--- src/rtl/fir_pkg.sv ---
// Shared types and width helpers for the time-multiplexed FIR scheduler.
package fir_pkg;

   typedef enum logic [1:0] {
      ST_LOAD,
      ST_WAIT,
      ST_MAC,
      ST_OUT
   } fir_state_t;

   localparam int N_TAPS_DEF     = 2;
   localparam int BW_IN_DEF      = 6;
   localparam int BW_PRODUCT_DEF = 12;
   localparam int BW_OUT_DEF     = 8;

   // Accumulator wide enough that summing N_TAPS full-scale products cannot overflow.
   localparam int ACC_W     = BW_PRODUCT_DEF + $clog2(N_TAPS_DEF);
   localparam int TAP_IDX_W = $clog2(N_TAPS_DEF);

   function automatic int acc_width(input int n_taps, input int bw_product);
      return bw_product + $clog2(n_taps);
   endfunction

   // A tap/word index needs at least one bit even for the smallest filter.
   function automatic int idx_width(input int n_taps);
      return ($clog2(n_taps) < 1) ? 1 : $clog2(n_taps);
   endfunction

endpackage

--- src/rtl/fir_mac.sv ---
// Shared signed multiplier plus accumulator; one product is folded in per enabled cycle.
// acc_nxt exposes the sum that the next enabled edge will store, so the scheduler
// can register the final result on the last tap without an extra cycle.
module fir_mac
   import fir_pkg::*;
#(
   parameter int BW_IN      = BW_IN_DEF,
   parameter int BW_PRODUCT = BW_PRODUCT_DEF,
   parameter int ACC_BITS   = ACC_W
) (
   input  logic                       clk,
   input  logic                       reset,
   input  logic                       clr,
   input  logic                       en,
   input  logic signed [BW_IN-1:0]    a,
   input  logic signed [BW_IN-1:0]    b,
   output logic signed [ACC_BITS-1:0] acc_nxt
);

   logic signed [ACC_BITS-1:0]   acc;
   logic signed [BW_PRODUCT-1:0] prod;

   assign prod    = BW_PRODUCT'(a) * BW_PRODUCT'(b);
   assign acc_nxt = acc + ACC_BITS'(prod);

   // Accumulator register: clear has priority over accumulate.
   always_ff @(posedge clk) begin
      if (reset || clr) begin
         acc <= '0;
      end else if (en) begin
         acc <= acc_nxt;
      end
   end

endmodule

--- src/rtl/fir_mac_sched.sv ---
// Scheduler for a time-multiplexed FIR: coefficient load, sample delay line,
// one tap per cycle through a single fir_mac, valid/ready on both sides.
// Optional build macro: FIR_SATURATE_EN (clamp output instead of truncating).
//
// state   | meaning
// --------+-----------------------------------------------------------
// ST_LOAD | accepting coefficient words into coef[0..N_TAPS-1]
// ST_WAIT | idle, accepting the next sample (or a reload request)
// ST_MAC  | stepping the shared multiplier across all taps
// ST_OUT  | result presented, held until out_ready
module fir_mac_sched
   import fir_pkg::*;
#(
   parameter int N_TAPS     = N_TAPS_DEF,
   parameter int BW_IN      = BW_IN_DEF,
   parameter int BW_PRODUCT = BW_PRODUCT_DEF,
   parameter int BW_OUT     = BW_OUT_DEF
) (
   input  logic              clk,
   input  logic              reset,
   input  logic              cfg_load,
   input  logic              in_valid,
   output logic              in_ready,
   input  logic [BW_IN-1:0]  in_data,
   output logic              out_valid,
   input  logic              out_ready,
   output logic [BW_OUT-1:0] out_data,
   output logic              loading
);

   localparam int ACC_BITS = acc_width(N_TAPS, BW_PRODUCT);
   localparam int IDX_BITS = idx_width(N_TAPS);
   localparam logic [IDX_BITS-1:0] LAST_IDX = IDX_BITS'(N_TAPS - 1);

   fir_state_t                 state;
   logic [IDX_BITS-1:0]        load_cnt;
   logic [IDX_BITS-1:0]        tap_cnt;
   logic signed [BW_IN-1:0]    coef [N_TAPS];
   logic signed [BW_IN-1:0]    x    [N_TAPS];
   logic signed [ACC_BITS-1:0] acc_nxt;
   logic [BW_OUT-1:0]          y_fmt;
   logic                       sample_take;
   logic                       mac_en;

   assign in_ready    = !reset && ((state == ST_LOAD) || (state == ST_WAIT && !cfg_load));
   assign loading     = (state == ST_LOAD);
   assign sample_take = (state == ST_WAIT) && !cfg_load && in_valid;
   assign mac_en      = (state == ST_MAC);

   fir_mac #(
      .BW_IN      (BW_IN),
      .BW_PRODUCT (BW_PRODUCT),
      .ACC_BITS   (ACC_BITS)
   ) u_mac (
      .clk     (clk),
      .reset   (reset),
      .clr     (sample_take),
      .en      (mac_en),
      .a       (x[tap_cnt]),
      .b       (coef[tap_cnt]),
      .acc_nxt (acc_nxt)
   );

`ifdef FIR_SATURATE_EN
   localparam logic signed [ACC_BITS-1:0] SAT_HI =
      {{(ACC_BITS-BW_OUT+1){1'b0}}, {(BW_OUT-1){1'b1}}};
   localparam logic signed [ACC_BITS-1:0] SAT_LO =
      {{(ACC_BITS-BW_OUT+1){1'b1}}, {(BW_OUT-1){1'b0}}};
`endif

   // Map the final accumulator value onto the output width.
   always_comb begin
`ifdef FIR_SATURATE_EN
      if (acc_nxt > SAT_HI) begin
         y_fmt = SAT_HI[BW_OUT-1:0];
      end else if (acc_nxt < SAT_LO) begin
         y_fmt = SAT_LO[BW_OUT-1:0];
      end else begin
         y_fmt = acc_nxt[BW_OUT-1:0];
      end
`else
      y_fmt = BW_OUT'(acc_nxt);
`endif
   end

   // Sequencing FSM with its counters, coefficient/delay-line storage and output register.
   // The MAC walks taps with a down-counter; summation order does not affect the result.
   always_ff @(posedge clk) begin
      if (reset) begin
         state     <= ST_LOAD;
         load_cnt  <= '0;
         tap_cnt   <= '0;
         out_valid <= 1'b0;
         out_data  <= '0;
         for (int k = 0; k < N_TAPS; k++) begin
            coef[k] <= '0;
            x[k]    <= '0;
         end
      end else begin
         unique case (state)
            ST_LOAD: begin
               if (cfg_load) begin
                  load_cnt <= '0;
               end else if (in_valid) begin
                  coef[load_cnt] <= in_data;
                  if (load_cnt == LAST_IDX) begin
                     load_cnt <= '0;
                     state    <= ST_WAIT;
                  end else begin
                     load_cnt <= load_cnt + 1'b1;
                  end
               end
            end
            ST_WAIT: begin
               if (cfg_load) begin
                  load_cnt <= '0;
                  state    <= ST_LOAD;
                  for (int k = 0; k < N_TAPS; k++) begin
                     x[k] <= '0;
                  end
               end else if (in_valid) begin
                  for (int k = N_TAPS - 1; k > 0; k--) begin
                     x[k] <= x[k-1];
                  end
                  x[0]    <= in_data;
                  tap_cnt <= LAST_IDX;
                  state   <= ST_MAC;
               end
            end
            ST_MAC: begin
               if (tap_cnt == '0) begin
                  out_valid <= 1'b1;
                  out_data  <= y_fmt;
                  state     <= ST_OUT;
               end else begin
                  tap_cnt <= tap_cnt - 1'b1;
               end
            end
            ST_OUT: begin
               if (out_ready) begin
                  out_valid <= 1'b0;
                  state     <= ST_WAIT;
               end
            end
            default: state <= ST_LOAD;
         endcase
      end
   end

endmodule

--- config.mk ---
export PLATFORM = sky130hd
export DESIGN_NAME = fir_mac_sched
export DESIGN_NICKNAME = d
export VERILOG_FILES = /design/src/rtl/fir_pkg.sv /design/src/rtl/fir_mac.sv /design/src/rtl/fir_mac_sched.sv
export SDC_FILE = /design/constraint.sdc
export NUM_CORES = 1
export LEC_CHECK = 0
export CAP_MARGIN = 10
export CORE_MARGIN = 3
export CORE_UTILIZATION = 35
export DETAILED_ROUTE_END_ITERATION = 6
export PLACE_DENSITY = 0.48
export SETUP_SLACK_MARGIN = 0.5
export SYNTH_ARGS = -nofsm -noshare
export SYNTH_HDL_FRONTEND = slang
export SYNTH_SLANG_ARGS = --single-unit
--- constraint.sdc ---
create_clock -name clk -period 9.7 [get_ports clk]
set_input_delay 1.94 -clock clk [delete_from_list [all_inputs] [get_ports clk]]
set_output_delay 1.94 -clock clk [all_outputs]
set_load 0.03 [all_outputs]
Yosys cells after proc, flatten, opt, wreduce, memory -nomap -nowiden
Memory sizes are Yosys's and may differ from the RTL's. A register that Yosys moved wholly into a read port is not among the register bits.
Index checks and enable logic that the tools add are counted.
{"block": "word_totals", "ff_bits": 26, "ram_bits": 24, "inputBits": 11, "output_inout_bits": 11, "wordCells": 92, "n_memories": 2}
{"memory": "coef", "depth": 2, "width": 6, "read_ports": 1, "rd_clocked_by_memory_dff": 1, "write_ports": 2, "line": "fir_mac_sched.sv:38", "rtl": "logic signed [BW_IN-1:0] coef [N_TAPS];"}
{"memory": "x", "depth": 2, "width": 6, "read_ports": 2, "rd_clocked_by_memory_dff": 1, "write_ports": 2, "line": "fir_mac_sched.sv:39", "rtl": "logic signed [BW_IN-1:0] x [N_TAPS];"}
{"block": "op_classes", "addsub": 3, "n_mul": 1, "n_eq_ne": 13, "n_mux": 45, "bitwise": 5, "n_reduce_logical": 17}
{"operator": "$mux 6", "count": 5}
{"operator": "$mux 1", "count": 29}
{"operator": "$mux 2", "count": 7}
{"operator": "$ne 2x2->1 const B", "count": 7}
{"operator": "$add 13x12->13", "count": 1}
{"operator": "$mul 6x6->12", "count": 1}
{"operator": "$reduce_and 3->1", "count": 3}
{"operator": "$pmux 2 s4", "count": 1}
{"operator": "$ne 3x3->1 const B", "count": 2}
{"operator": "$pmux 1 s2", "count": 3}
{"operator": "$reduce_and 6->1", "count": 1}
{"operator": "$reduce_bool 2->1", "count": 3}
{"operator": "$reduce_or 6->1", "count": 1}
{"operator": "$eq 2x2->1 const B", "count": 2}
{"operator": "$or 1x1->1", "count": 4}
{"operator": "$logic_and 1x1->1", "count": 3}
{"operator": "$eq 2x1->1 const B", "count": 1}
{"operator": "$logic_not 1->1", "count": 2}
{"operator": "$logic_not 2->1", "count": 1}
{"operator": "$logic_or 1x1->1", "count": 2}
{"operator": "$ne 2x1->1 const B", "count": 1}
{"operator": "$reduce_and 2->1", "count": 1}
{"operator": "$add 1x1->1 const B", "count": 1}
{"operator": "$not 1->1", "count": 1}
{"operator": "$sub 1x1->1 const B", "count": 1}

Longest topological paths before layout
{"block": "logic_depth", "word_depth": 7, "depth_mapped": 18, "ltp_nobuf": 16}

Modules after synthesis
From an unflattened synthesis, not the netlist that was laid out.
{"block": "unflattened", "hier_cells": 438, "area_unflattened_um2": 4292.9}
{"mod": "fir_mac", "instances": 1, "cells_per_inst": 296, "area_each_um2": 2555.0, "seq_area_each_um2": 260.2}
{"mod": "fir_mac_sched", "instances": 1, "cells_per_inst": 142, "area_each_um2": 1737.9, "seq_area_each_um2": 1001.0}

Worst setup path after synthesis
No wires, ideal clock.
{"block": "synth_timing", "kind": "flip-flop to flip-flop", "startpoint": "register with a tool-made name", "endpoint": "register u_mac.acc[7]", "setup_time_ns": 0.079, "t_arrival_ns": 4.674, "required_time_ns": 9.621, "slack_ns": 4.946, "stages_incl_launch_ff": 18, "path_buffers": 3, "period_less_slack_ns": 4.754, "cell_sequence": "dfxtp_1 clkbuf_8 clkbuf_1 clkbuf_1 a32oi_1 fa_1 fa_1 inv_1 fa_1 inv_1 fa_1 inv_1 ha_1 inv_1 o21bai_1 a21oi_1 xnor3_1 a211oi_2"}
{"item": "to (signal assigned)", "line": "fir_mac.sv:31", "rtl": "acc <= acc_nxt;"}
{"item": "to (decl)", "line": "fir_mac.sv:20", "rtl": "logic signed [ACC_BITS-1:0] acc;"}

Final worst setup path
{"block": "layout_timing", "startpoint": "input reset", "endpoint": "output in_ready"}
{"block": "layout_via", "elab_chain_len": 2}
{"item": "from (decl)", "line": "fir_mac_sched.sv:20", "rtl": "input logic reset,"}
{"item": "$logic_not 1->1", "line": "fir_mac_sched.sv:45", "rtl": "assign in_ready = !reset && ((state == ST_LOAD) || (state == ST_WAIT && !cfg_load));"}
{"item": "$logic_and 1x1->1", "line": "fir_mac_sched.sv:45"}
{"item": "to (decl)", "line": "fir_mac_sched.sv:23", "rtl": "output logic in_ready,"}
No other way between the ends.

==> results.yml <==
outcome:
  status: "finished, final reports clean"
die:
  fp.dieH_um: 100
  die_x_um: 100
  die-area_um2: 10100
  core_area_um2: 8420
  num_io_pins: 22
  initial_utilization_pct: 37.1
  rows: 33
min_path:
  holdCritPathClass: "reg2reg"
  hold_path_startpoint: "out_data[2]"
  hold_depth: 2
  holdPathEnd: "out_data[2]"
clocking:
  clkSinkCount: 46
  cts_made_buffers: 5
  cts_max_level: 2
  cts_tree: "yes"
  hold_buffers: 0
  cts_resized: 0
  cts_setup_buffers: 0
  insertion_delay_ps: 300
  cts-root-buf: "clkbuf_8"
  clockBufferDepth: 2
  clk_pin_slew_ps: 90
setup_path:
  r2r_setup_slack_ps: 4800
  r2r_end: "out_data[7]"
  cp_data_required_time_ps: 7760
  cp_cell_sequence: "clkdlybuf4s50_1 > nor2_1 > clkdlybuf4s50_1"
  cp.arrival_ps: 3630
  path_common_cell: "clkdlybuf4s50_1"
  start_kind: "input pin"
  worst-setup-path-type: "in2out"
  critPathMaxFanout: 21
  endpoint_kind: "output pin"
  critPathMaxStageDelay_ps: 760
  r2r_cells: 13
  critPathSlowestCell: "clkdlybuf4s50_1"
synth:
  ys_ff_latch: 46
  synth_top_cell_by_area: "edfxtp_1"
  synthCells: 300
  ys_seq_area_share_pct: 37.2
  synth_top_area_share_pct: 23.1
  ys_types: 35
  synth_fp_nets: 353
  synth_area_um2: 3120
  synth_area_leaders: "edfxtp_1 23%, dfxtp_1 14%, fa_1 12%, ha_1 9.6%, and2_1 4.8%"
  yosys_warnings: 0
  syn-mean-instance-area_um2: 10.4
pwr:
  ir_worst_vdd_v: 0.0000764
  p_per_area_nw_per_um2: 133
  leakage_nw: 1.36
  power_mw: 0.468
timing:
  finClkSkew_ps: 3.41
  worst_slew_pin_slew_ps: 758
  timing.fmax_mhz: 180
  finalCritPeriodShare_pct: 57.4
  slew_headroom_pct: 49.5
  final_max_slew_viol_count: 0
  fin_crit_ps: 5570
  tns_ps: 0
  fin_ws_ps: 4130
  hold_ws_ps: 460
  finalHoldViolations: 0
  finalSetupViolations: 0
  rsz0062_at_grt: "false"
place:
  place_ws_ps: 4130
  place.gp.congestion: 0.850
  place_hpwl_mm: 5.16
  dpl-instance-area_um2: 3420
  io_buffers: 21
grt:
  grt_antenna_before_repair: 0
  grt_max_degree: 41
  grtUsageTotal_pct: 14.0
  grt_pass1_vias: 2174
  gr-total-overflow: 0
  grt_pass1_wl_mm: 11.2
routing:
  antenna_left: 0
  drtPass1Iterations: 4
  wirelength_mm: 6.56
  route.detailed.drc: 0
  vias: 2120
  routedWlPerCell_um: 15.5
  drt_iter0_drc: 122
  vias_per_cell: 5.01
finish:
  nets: 370
  drive_gt1_share_pct: 4.72
  fin_area_um2: 3530
  layout_common_cells: "33 x inv_1, 24 x and2_1, 24 x ha_1, 24 x edfxtp_1"
  areaGrowthSynthToFinish_pct: 12.9
  layout_commonest_cell: "inv_1"
  antenna_cells: 0
run:
  cap_violations: 0
registers in the layout (all words and copies together) (netlist names), named ones only:
signal / cells
tap_cnt: 1
state: 2
out_data: 8
out_valid: 1
load_cnt: 1
u_mac.acc: 8
x: 12
coef: 12
Yosys cell counts:
cell,count
a31oi_1,1
mux2i_1,8
inv_1,33
a32oi_1,17
a211oi_1,3
dfxtp_1,22
clkbuf_1,10
a211oi_2,1
ha_1,24
or2_2,3
a22oi_1,1
nand2b_1,5
xnor3_1,2
xor2_1,2
a21o_1,2
nor2b_2,1
nand2_1,22
and2_1,24
a21oi_1,15
clkbuf_8,1
nor3b_1,2
a222oi_1,1
o22a_1,1
nor2b_1,9
edfxtp_1,24
nor3_1,1
xnor2_1,12
a32o_1,9
fa_1,18
and2b_2,1
o21ai_0,4
o22ai_1,1
buf_1,1
o21bai_1,1
nor2_1,18
kinds of logic (layout without fill, tap and decap cells):
group / Yosys count / in the layout / synth area share [%]
AOI/OAI and AO/OA: 57 / 57 / 13.8
xor gates and xnor gates: 16 / 16 / 5.37
adders and majority gates: 42 / 42 / 21.2
buffers and inverters: 45 / 63 / 5.73
DFF: 46 / 46 / 37.2
muxes: 8 / 8 / 2.56
and+or+nand+nor: 86 / 86 / 14.2
metrics by stage:
stage / utilization (%) / cells
6_report: 41.9 / 423
3_5_place_dp: 40.6 / 415
4_1_cts: 41.9 / 423
5_1_grt: 41.9 / 423
2_1_floorplan: - / 300
3_3_place_gp: 40.6 / 415
area by class of cell:
cell class,instances,area [um2]
tap,105,131
clock buffer,5,68.8
multi-input combinational,209,1780
clock inverter,3,40.0
fill,854,4900
sequential,46,1160
timing repair buffer,22,218
inverter,33,124
worst max-delay path, delay by kind of cell:
kind / cells / cell delay [ps]
buffers and inverters: 2 / 1450
AND/OR/NAND/NOR: 1 / 230
report_power, final:
part	total (mW)	internal, mW	switching (mW)	leakage (nW)
logic	0.103	0.0473	0.0559	0.887
clock network	0.144	0.0755	0.0681	0.0502
registers	0.221	0.211	0.00941	0.427
total	0.468	0.334	0.133	1.36
worst max-delay path by stage:
stage,start,cells past startpoint,endpoint
after global routing,reset,3,in_ready
after CTS,reset,3,in_ready
final,reset,3,in_ready
after global placement,reset,3,in_ready
after detailed placement,reset,3,in_ready
after floorplan,flop,17,u_mac.acc[7]
metal layers:
metal / track usage [%] / share of wire, % / up-vias
li1: - / - / 1072
met1: 20.7 / 50 / 988
met2: 21.4 / 44 / 51
met3: 2.28 / 4.0 / 9
met4: 3.73 / 1.7 / 0
met5: 0 / 0 / -
Power figures use the tool's default switching activity.
